[src/rtl/apb_selftest_requester.sv]
// APB requester self-test: writes a deterministic pattern to NUM_WORDS
// completer registers, reads them back, and reports sticky passed/failed.
module apb_selftest_requester #(
  parameter int unsigned ADDR_W    = 8,
  parameter int unsigned DATA_W    = 32,
  parameter int unsigned NUM_WORDS = 8,
  parameter logic [31:0] SEED      = 32'hA5A5_0001,
  parameter int unsigned TIMEOUT   = 16
) (
  input  logic              clk,
  input  logic              reset,
  output logic              psel,
  output logic              penable,
  output logic              pwrite,
  output logic [ADDR_W-1:0] paddr,
  output logic [DATA_W-1:0] pwdata,
  input  logic [DATA_W-1:0] prdata,
  input  logic              pready,
  input  logic              pslverr,
  output logic              passed,
  output logic              failed
);

  localparam int unsigned IDX_W  = (NUM_WORDS > 1) ? $clog2(NUM_WORDS) : 1;
  localparam int unsigned TCNT_W = $clog2(TIMEOUT + 1);

  localparam logic [DATA_W-1:0] SEED_D = DATA_W'(SEED);
  localparam logic [DATA_W-1:0] STEP   = DATA_W'(32'h0101_0101);
  localparam logic [IDX_W-1:0]  LAST   = IDX_W'(NUM_WORDS - 1);
  localparam logic [TCNT_W-1:0] TC_LIM = TCNT_W'(TIMEOUT - 1);

  typedef enum logic [1:0] {
    S_IDLE,
    S_SETUP,
    S_ACCESS,
    S_DONE
  } state_t;

  state_t              state, state_n;
  logic [IDX_W-1:0]    idx, idx_n;
  logic                phase_rd, phase_rd_n;
  logic [TCNT_W-1:0]   tcnt, tcnt_n;
  logic                pwrite_n;
  logic [ADDR_W-1:0]   paddr_n;
  logic [DATA_W-1:0]   pwdata_n;
  logic                passed_n, failed_n;

  function automatic logic [DATA_W-1:0] pat(input logic [IDX_W-1:0] j);
    return SEED_D + DATA_W'(j) * STEP;
  endfunction

  function automatic logic [ADDR_W-1:0] word_addr(input logic [IDX_W-1:0] j);
    return ADDR_W'({j, 2'b00});
  endfunction

  assign psel    = (state == S_SETUP) || (state == S_ACCESS);
  assign penable = (state == S_ACCESS);

  // State and registered APB request fields; reset clears every output at once
  always_ff @(posedge clk or negedge reset) begin
    if (!reset) begin
      state    <= S_IDLE;
      idx      <= '0;
      phase_rd <= 1'b0;
      tcnt     <= '0;
      pwrite   <= 1'b0;
      paddr    <= '0;
      pwdata   <= '0;
      passed   <= 1'b0;
      failed   <= 1'b0;
    end else begin
      state    <= state_n;
      idx      <= idx_n;
      phase_rd <= phase_rd_n;
      tcnt     <= tcnt_n;
      pwrite   <= pwrite_n;
      paddr    <= paddr_n;
      pwdata   <= pwdata_n;
      passed   <= passed_n;
      failed   <= failed_n;
    end
  end

  // Next-state, transfer sequencing, result and timeout decisions
  always_comb begin
    state_n    = state;
    idx_n      = idx;
    phase_rd_n = phase_rd;
    tcnt_n     = tcnt;
    pwrite_n   = pwrite;
    paddr_n    = paddr;
    pwdata_n   = pwdata;
    passed_n   = passed;
    failed_n   = failed;

    unique case (state)
      S_IDLE: begin
        state_n    = S_SETUP;
        idx_n      = '0;
        phase_rd_n = 1'b0;
        tcnt_n     = '0;
        pwrite_n   = 1'b1;
        paddr_n    = word_addr('0);
        pwdata_n   = pat('0);
      end

      S_SETUP: begin
        state_n = S_ACCESS;
      end

      S_ACCESS: begin
        if (pready) begin
          if (pslverr || (phase_rd && (prdata != pat(idx)))) begin
            failed_n = 1'b1;
            state_n  = S_DONE;
          end else if (idx == LAST && !phase_rd) begin
            state_n    = S_SETUP;
            idx_n      = '0;
            phase_rd_n = 1'b1;
            tcnt_n     = '0;
            pwrite_n   = 1'b0;
            paddr_n    = word_addr('0);
            pwdata_n   = '0;
          end else if (idx == LAST) begin
            passed_n = 1'b1;
            state_n  = S_DONE;
          end else begin
            state_n  = S_SETUP;
            idx_n    = idx + IDX_W'(1);
            tcnt_n   = '0;
            pwrite_n = !phase_rd;
            paddr_n  = word_addr(idx + IDX_W'(1));
            pwdata_n = phase_rd ? '0 : pat(idx + IDX_W'(1));
          end
        end else begin
          tcnt_n = tcnt + TCNT_W'(1);
          // Fail on the same edge the counter reaches TIMEOUT
          if (tcnt == TC_LIM) begin
            failed_n = 1'b1;
            state_n  = S_DONE;
          end
        end
        if (state_n == S_DONE) begin
          pwrite_n = 1'b0;
          paddr_n  = '0;
          pwdata_n = '0;
        end
      end

      S_DONE: begin
        state_n = S_DONE;
      end

      default: begin
        state_n = S_IDLE;
      end
    endcase
  end

endmodule

[config.mk]
export PLATFORM = sky130hd
export DESIGN_NAME = apb_selftest_requester
export DESIGN_NICKNAME = d
export VERILOG_FILES = /design/src/rtl/apb_selftest_requester.sv
export SDC_FILE = /design/constraint.sdc
export NUM_CORES = 1
export LEC_CHECK = 0
export CAP_MARGIN = 20
export CORE_UTILIZATION = 42
export CTS_CLUSTER_DIAMETER = 100
export DETAILED_ROUTE_END_ITERATION = 16
export PLACE_DENSITY = 0.83
export SKIP_LAST_GASP = 1
export SYNTH_ARGS = -nofsm -noshare
export SYNTH_HDL_FRONTEND = slang
export SYNTH_SLANG_ARGS = --single-unit
export TNS_END_PERCENT = 30
[constraint.sdc]
create_clock -name clk -period 3.2 [get_ports clk]
set_clock_uncertainty 0.1 [all_clocks]
set_input_delay 0.64 -clock clk [delete_from_list [all_inputs] [get_ports clk]]
set_output_delay 0.64 -clock clk [all_outputs]
set_load 0.005 [all_outputs]
Word level (Yosys, flattened, before mapping)
Index checks and enable logic that the tools add are counted.
Storage, ports and cells
  register bits: 54
  bits of input ports: 36
  output and inout port bits: 45
  word-level logic and storage cells: 91
Operators by class
  add/subtract/negate cells: 4
  multipliers: 2
  equal/unequal tests: 17
  multiplexer cells: 43
  bitwise gates (word level): 2
  reductions and logical operators: 14
Operator list (count)
  32-bit 2-to-1 mux: 6
  32-bit by 28-bit adder with 32-bit output (first input constant): 2
  32-bit case mux with 2 select lines: 1
  3-bit by 25-bit multiplier with 28-bit output (second input constant): 2
  8-bit 2-to-1 mux: 5
  32-bit != test: 1
  5-bit 2-to-1 mux: 4
  8-bit case mux with 2 select lines: 1
  2-bit 2-to-1 mux: 6
  3-bit 2-to-1 mux: 4
  4-bit AND reduction: 3
  1-bit 2-to-1 mux: 11
  5-bit case mux with 2 select lines: 1
  2-bit case mux with 4 select lines: 1
  2-bit == test (second input constant): 3
  2-bit by 1-bit != test with 1-bit output (second input constant): 3
  3-bit by 2-bit != test with 1-bit output (second input constant): 2
  3-bit case mux with 2 select lines: 1
  3-bit AND reduction: 2
  5-bit by 1-bit adder with 5-bit output (second input constant): 1
  5-bit by 4-bit == test with 1-bit output (second input constant): 1
  5-bit AND reduction: 1
  4-bit by 2-bit != test with 1-bit output (second input constant): 1
  4-bit by 3-bit != test with 1-bit output (second input constant): 1
  other kinds (13): 18

Depth between registers and ports, before layout
Gate-level depths: netlist (run 1).
  word-level depth: 11
  depth in mapped cells: 9

Worst setup path after synthesis (run 1)
OpenSTA, ideal clock, no wires.
  path type: reg-to-reg
  start point: reg idx[1]
  end point: reg idx[1]
  library setup time: 0.120 ns
  arrival: 2.551 ns
  required time: 2.980 ns
  slack: 0.429 ns
  stages on the path, launching flop included: 9
  clock period less this slack: 2.771 ns
  cells stage by stage: dfrtp_1 ha_1 inv_1 ha_1 or3b_4 a2111oi_4 nand4b_2 or4_4 a31o_1
Between the ends
  word-level cells in the longest chain between the ends: 7
  elaborated cells between the ends (all ways): 16
  classes of those cells: add/sub (2); mul (1); eq/ne (4); mux (5); reduce/logical (4)
Ends and longest elaborated chain
  start: declaration: line 40  | logic [IDX_W-1:0] idx, idx_n;
  start signal: assignment: line 73  | idx <= idx_n;
  3-bit by 25-bit multiplier with 28-bit output: line 49  | return SEED_D + DATA_W'(j) * STEP;
  32-bit by 28-bit adder with 32-bit output: line 49
  32-bit != test: line 113  | if (pslverr || (phase_rd && (prdata != pat(idx)))) begin
  1-bit logical AND: line 113
  1-bit logical OR: line 113
  2-bit != test (no line)
  4-bit AND reduction (no line)
Parallel ways exist; a longest one is shown, timed or not. The select of a mux whose other input is x is not followed.
A chain may end at the register's enable or synchronous reset.

Worst setup path in the final report (run 1)
  start point: reg idx[2]
  end point: reg idx[1]
The elaborated chain is that of the path after synthesis.

==> results.cfg, run 1 <==
[yosys]
synth_compound_gate_area_share_pct = 15.7
synth_xor_area_share_pct = 1.93
synthMuxAreaShare_pct = 0
yosys_most_used_dff = dfrtp_1
ys_types = 47
postSynthRegisterBits = 26
synth_area_um2 = 1820
synth_top_family_by_area = simple AND/OR/NAND/NOR gates
syn-instance-count = 204
yosys.area.top_type = dfrtp_1
netlist.area_leader.share_pct = 35.8
synthAdderAreaFrac_pct = 6.89
synth-edff-count = 0
syn_area_per_cell_um2 = 8.90
synthSimpleGateAreaFrac_pct = 25.5
async_reset_ff_share_pct = 100
yosysSeqAreaShare_pct = 35.8
yosysWarnings = 0
ys_top_cells_by_area = dfrtp_1 36%, buf_4 12%, ha_1 6.9%

[setup_path]
cp_data_arrival_time_ns = 2.90
crit_path_end_kind = register
crit_fanout = 7
cp_cell_sequence = inv_1, ha_1, or3b_4, a2111oi_4, nand4b_2, or4_4, a31o_1
worst_setup_path_start_kind = register
required_ns = 3.27
crit_slowest_cell = or4_4
path_class = reg2reg
slowest_delay_ns = 0.58

[die]
die-area_um2 = 4590
die_y_um = 67.7
core_um2 = 4090
rows = 23
fp.dieW_um = 67.7
pin_count = 81
start_util_pct = 44.4

[sta]
max_freq_mhz = 354
fin_tns_setup_ns = 0
rsz0062_at_grt = false
worst_pin_slew_ns = 0.577
fin_crit_sh_pct = 88.3
slew_viol_final = 0
setup_viol = 0
period_minus_slack_ns = 2.83
max_slew_margin_pct = 61.5
finalHoldViolations = 0

[finish]
design_area_um2 = 2460
diodes = 0
area_growth_pct = 35.5
drive_above_1_share_pct = 6.87
final_common_cell = clkdlybuf4s50_1
final_nets = 309
num-fill-cells = 387
final_cell_mix = 62 x clkdlybuf4s50_1, 29 x nand2_1, 26 x dfrtp_1

[routing]
dr.pass1.iters = 4
drtAntennaViolNets = 0
wl_per_cell_um = 12.6
via_per_inst = 5.16
drt-total-wl_um = 3940
dr_total_vias = 1609
drt_iter0_drc = 58
drc = 0

[run]
cap_viol_max_count = 0

[global_routing]
grt_pass1_vias = 1392
grt_pass1_wl_um = 6190
grt_start_max_net_pins = 27
grt_overflow = 0
antenna_found_initial = 0
track_usage_pct = 18.2

[clock_network]
cts.hold.buffers_added = 0
cts_buffers = 3
postCtsSetupBuffers = 0
h-tree-depth = 1
clock_latency_ns = 0.28
clk_pin_slew_ns = 0.09
cts_resized = 0
cts_root_buf = clkbuf_8
cts_tree = built
clkSinkCount = 26
cts_buffer_depth = 2

[power]
vdd_drop_max_uv = 342
power.density_nw_per_um2 = 589
power_leakage_nw = 1.12

[placed_design]
io_buffers = 62
place_area_um2 = 2390
gp_congestion = 0.838
hpwl_um = 3160

[outcome]
status = completed

[hold_path]
hp-class = reg2reg
-- sequential cells by signal (all words and copies together), names as in the netlist --
register,cells
state,2
phase_rd,1
paddr,3
tcnt,5
idx,3
failed,1
passed,1
pwdata,10
-- synthesized netlist by cell type (2+ instances only) --
master     n
buf_4     28
and3_1     2
clkbuf_1   3
o21ai_0   11
a21o_1     4
o22ai_1    3
nor2b_1    5
nor2_1    15
a21oi_1    6
o41ai_1    3
nand3_1    5
inv_1      7
or3_1      3
dfrtp_1   26
nand2_1   29
nor3_1     2
xor2_1     3
nand3b_1   4
or3b_1     2
o31ai_1    2
nand2b_1   5
a31o_1     2
ha_1      10
-- cells by family after synthesis --
family,count (synthesis)
AOI/OAI and AO/OA,40
DFF,26
and+or+nand+nor,84
adders and majority gates,10
xor gates and xnor gates,4
buffers and inverters,39
other,1
-- cell type report --
| type | instances | area, µm² | area share (%) |
|---|---|---|---|
| multi-input combinational | 156 | 976 | 39.7 |
| timing repair buffer | 69 | 673 | 27.4 |
| sequential | 26 | 651 | 26.4 |
| tap | 50 | 62.6 | 2.54 |
| clock buffer | 3 | 41.3 | 1.68 |
| clock inverter | 1 | 30.0 | 1.22 |
| inverter | 7 | 26.3 | 1.07 |
-- per-stage QoR --
| stage | std cells | hold WS (ns) | worst slack (ns) | total power [mW] | util, % |
|---|---|---|---|---|---|
| after detailed placement | 308 | 0.362 | 0.157 | 1.19 | 58.5 |
| after floorplan | 221 | 0.244 | 0.429 | 0.897 | - |
| after global placement | 308 | 0.359 | 0.188 | 1.17 | 58.5 |
| after global routing | 312 | 0.397 | 0.244 | 1.57 | 60.2 |
| final | 312 | 0.381 | 0.374 | 1.45 | 60.2 |
| after CTS | 312 | 0.385 | 0.368 | 1.47 | 60.2 |
-- power breakdown --
group          internal, mW  switching, mW  leakage (nW)
logic                 0.384          0.326         0.746
registers             0.402         0.0663         0.342
clock network         0.168          0.103        0.0357
total                 0.953          0.496          1.12
-- worst max-delay path: cells and delay by family (launching register included) --
kind	cells	cell delay, ns
AND/OR/NAND/NOR	3	1.21
AO/OA/AOI/OAI	2	0.52
flip-flops	1	0.49
adder cells (fa/ha/maj)	1	0.30
buffers and inverters	1	0.10
-- layer usage --
layer / wire length (µm) / track usage, % / share of wire (%)
met1: 1700 / 22.1 / 43
met2: 2100 / 31.4 / 53
met3: 108 / 4.39 / 2.7
met4: 25 / 5.32 / 0.64
met5: 0 / 0 / 0
-- final timing paths --
path	startpoint	to	slack [ns]	depth (start not counted)
min	pwdata[8]	pwdata[8]	0.38	2
max	idx[2]	idx[1]	0.37	7
max reg2reg	idx[2]	idx[1]	0.37	7
max in group asynchronous	reset	paddr[2]	2.13	2
min reg2reg	pwdata[8]	pwdata[8]	0.38	2
min in group asynchronous	reset	phase_rd	0.62	2
Note: power is estimated with default switching activity, not from simulation.
==> inputs of run 2 (changes only) <==
CAP_MARGIN = default   (was 20)
CORE_MARGIN = 8   (was default)
clock period = 2.85 ns   (was 3.2 ns; I/O delays follow)
==> results.cfg, run 2 (synthesized netlist as in run 1, its figures left out) <==
[outcome]
status = completed

[sta]
slew_viol_final = 0
rsz0062_at_grt = true
finalHoldViolations = 0
period_minus_slack_ns = 2.76
hold_slack_ns = 0.374
max_freq_mhz = 363
setup_viol = 0
fin_crit_sh_pct = 96.7
max_slew_margin_pct = 62.0
worst_pin_slew_ns = 0.569

[die]
core_um2 = 4260
pin_count = 81
rows = 24
start_util_pct = 42.6
die-area_um2 = 6680
die_y_um = 81.7
fp.dieW_um = 81.7

[hold_path]
hp-class = reg2reg

[placed_design]
io_buffers = 62
dp_cells = 316
place_area_um2 = 2440
gp_congestion = 0.824
hpwl_um = 3760

[routing]
drt-total-wl_um = 4600
dr.pass1.iters = 4
drtAntennaViolNets = 0
dr_total_vias = 1621
via_per_inst = 5.08
drc = 0
wl_per_cell_um = 14.4
drt_iter0_drc = 99

[finish]
num-fill-cells = 388
largest_reg_flops = 10
final_nets = 315
area_growth_pct = 36.8
multi_input_area_um2 = 982
largest-register = pwdata
utilization_pct = 58.2
top_regs = pwdata x10, tcnt x5
drive_above_1_share_pct = 9.36
design_area_um2 = 2480
area.sequential_um2 = 651
final_cell_mix = 62 x clkdlybuf4s50_1, 29 x nand2_1, 26 x dfrtp_1
diodes = 0
final_common_cell = clkdlybuf4s50_1
finalNonFillerCells = 319

[setup_path]
cp_data_arrival_time_ns = 2.81
required_ns = 2.91
crit_fanout = 2
crit_path_end_kind = register
worst_setup_path_start_kind = register
path_class = reg2reg

[clock_network]
clk_pin_slew_ns = 0.08
cts_root_buf = clkbuf_8
clkSinkCount = 26
cts_tree = built
postCtsSetupBuffers = 0
cts_buffers = 3
h-tree-depth = 1
cts_buffer_depth = 2
cts.hold.buffers_added = 0
clock_latency_ns = 0.26
cts_resized = 0

[power]
power.density_nw_per_um2 = 625
vdd_drop_max_uv = 285
power_leakage_nw = 1.14

[global_routing]
grt_overflow = 0
grt_pass1_vias = 1552
antenna_found_initial = 0
track_usage_pct = 13.4
grt_start_max_net_pins = 27
grt_pass1_wl_um = 7140

[run]
cap_viol_max_count = 0
## run 2: cell types whose count changed in the layout (fill, tap and decap cells not counted), sizes merged
cell    change
bufinv      -1
buf         +6
## run 2: final timing paths
check | startpoint | endpoint | slack, ns | cells past startpoint
max | idx[1] | idx[1] | 0.09 | 8
min | passed | passed | 0.37 | 1
max reg2reg | idx[1] | idx[1] | 0.09 | 8
min reg2reg | passed | passed | 0.37 | 1
max in group asynchronous | reset | idx[1] | 1.83 | 2
min in group asynchronous | reset | failed | 0.57 | 2
## run 2: cell type report
class,count,share of cell area (%)
clock buffer,3,1.66
tap,52,2.62
timing repair buffer,75,28.9
multi-input combinational,156,39.5
sequential,26,26.2
inverter,7,1.06
## run 2: layer usage
metal | up-vias | global-route usage (%) | routed length (µm)
met5 | - | 0 | 0
met4 | 0 | 2.46 | 42
met3 | 4 | 3.61 | 286
met2 | 40 | 24.7 | 2500
met1 | 776 | 15.0 | 1770
li1 | 801 | - | -
## run 2: power by group
| group | leakage [nW] | internal, mW | total, mW | switching (mW) |
|---|---|---|---|---|
| clock network | 0.0216 | 0.0944 | 0.197 | 0.102 |
| registers | 0.342 | 0.451 | 0.527 | 0.0756 |
| logic | 0.775 | 0.446 | 0.829 | 0.383 |
## run 2: critical path: stages, from the launching register on
cell	delay, ns
dfrtp_1	0.38
ha_2	0.19
inv_1	0.05
ha_1	0.28
or3b_4	0.39
a2111oi_4	0.30
nand4b_2	0.17
or4_4	0.57
a31o_1	0.22
## run 2: through the flow
step / setup TNS [ns] / power, mW / setup WS, ns
after global routing: -0.0121 / 1.68 / -0.0121
after global placement: 0 / 1.35 / 0.0145
after CTS: 0 / 1.57 / 0.103
after floorplan: 0 / 1.01 / 0.0790
after detailed placement: -0.114 / 1.37 / -0.0416
final: 0 / 1.55 / 0.0927
==> inputs of run 3 (changes only) <==
CORE_ASPECT_RATIO = 0.6   (was default)
==> results.cfg, run 3 (synthesized netlist as in run 1, its figures left out) <==
[outcome]
status = completed

[setup_path]
cp_data_arrival_time_ns = 2.91
worst_setup_path_start_kind = register
crit_path_end_kind = register
required_ns = 2.96
path_class = reg2reg
crit_fanout = 6

[finish]
final_common_cell = clkdlybuf4s50_1
final_nets = 316
top_regs = pwdata x10, tcnt x5
final_cell_mix = 62 x clkdlybuf4s50_1, 29 x nand2_1, 26 x dfrtp_1
multi_input_area_um2 = 991
area.sequential_um2 = 651
largest-register = pwdata
num-fill-cells = 379
drive_above_1_share_pct = 9.70
utilization_pct = 60.9
finalNonFillerCells = 328
design_area_um2 = 2510
area_growth_pct = 38.2
diodes = 0
largest_reg_flops = 10

[sta]
slew_viol_final = 0
max_freq_mhz = 358
finalHoldViolations = 0
rsz0062_at_grt = true
max_slew_margin_pct = 60.8
worst_pin_slew_ns = 0.589
period_minus_slack_ns = 2.79
setup_viol = 0
fin_crit_sh_pct = 97.9

[power]
switching_power_mw = 0.588
power.density_nw_per_um2 = 630
power_mw = 1.58
p_comb_share_pct = 53.5
internal_power_mw = 0.994
seq_power_share_pct = 33.3
power_leakage_nw = 1.16
netSwitchingFraction_pct = 37.2
vdd_drop_max_uv = 293
clkPwrFrac_pct = 13.2

[clock_network]
cts_tree = built
cts_root_buf = clkbuf_8
cts_resized = 0
cts_buffer_depth = 2
h-tree-depth = 1
postCtsSetupBuffers = 0
clk_pin_slew_ns = 0.08
clock_latency_ns = 0.27
clkSinkCount = 26
cts.hold.buffers_added = 0
cts_buffers = 3

[routing]
maxUsedRoutingLayer = met4
wl_per_cell_um = 15.0
drtAntennaViolNets = 0
via_per_inst = 4.91
drt-total-wl_um = 4940
drt_iter0_drc = 123
dr_total_vias = 1609
dr.pass1.iters = 5
routed-wl-met3_um = 372
drt-met1-wl_um = 2280
met2WireLength_um = 2270
drc = 0

[run]
cap_viol_max_count = 0

[global_routing]
grt_pass1_vias = 1535
antenna_found_initial = 0
track_usage_pct = 13.8
grt_overflow = 0
grt_start_max_net_pins = 27
grt_pass1_wl_um = 7420

[die]
die-area_um2 = 6750
pin_count = 81
core_um2 = 4120
fp.dieW_um = 101
start_util_pct = 44.0
rows = 18
die_y_um = 66.9

[placed_design]
hpwl_um = 4080
dp_cells = 325
io_buffers = 62
place_area_um2 = 2450
gp_congestion = 0.889

[hold_path]
hp-class = reg2reg
-- run 3: changes by cell type in the layout (fill, tap and decap cells not counted), sizes merged --
cell / delta
buf: +1
-- run 3: per-stage QoR --
stage / worst slack (ns) / setup TNS, ns / hold WS [ns]
final: 0.0591 / 0 / 0.369
after global routing: -0.0480 / -0.127 / 0.406
after CTS: 0.0499 / 0 / 0.375
after detailed placement: -0.0469 / -0.189 / 0.355
after global placement: -0.0171 / -0.0353 / 0.349
after floorplan: 0.0790 / 0 / 0.174
-- run 3: layout make-up --
type / count / area share (%)
repair buffers: 76 / 28.9
inverters: 7 / 1.05
multi-input cells: 156 / 39.5
flip-flops and latches: 26 / 25.9
well taps: 60 / 2.99
clock buffers: 3 / 1.65
-- run 3: worst paths after layout --
| check | depth (start not counted) | slack, ns | to | start |
|---|---|---|---|---|
| setup / recovery | 10 | 0.06 | idx[1] | idx[0] |
| min in group asynchronous | 2 | 0.56 | pwdata[29] | reset |
| setup reg to reg | 10 | 0.06 | idx[1] | idx[0] |
| hold reg to reg | 1 | 0.37 | passed | passed |
| hold / removal | 1 | 0.37 | passed | passed |
| max in group asynchronous | 2 | 1.84 | idx[0] | reset |
-- run 3: metal layers --
metal  vias to the layer above  global-route usage (%)
li1                        798                       -
met1                       741                    18.9
met2                        66                    21.6
met3                         4                    3.85
met4                         0                    1.68
met5                         -                       0
-- run 3: critical path: stages, from the launching register on --
cell and delay, ns:
dfrtp_1 0.38, ha_1 0.19, inv_1 0.07, ha_1 0.28, or3b_4 0.38, a2111oi_4 0.33, nand4b_2 0.17, buf_4 0.18
o41ai_2 0.39, buf_4 0.18, a31o_1 0.09
-- run 3: power by group through the flow --
stage	logic (mW)	clock network, mW	registers [mW]
after floorplan	0.476	0	0.532
after global placement	0.826	0	0.527
after detailed placement	0.841	0	0.536
after CTS	0.844	0.213	0.529
after global routing	0.941	0.228	0.540
final	0.847	0.208	0.528
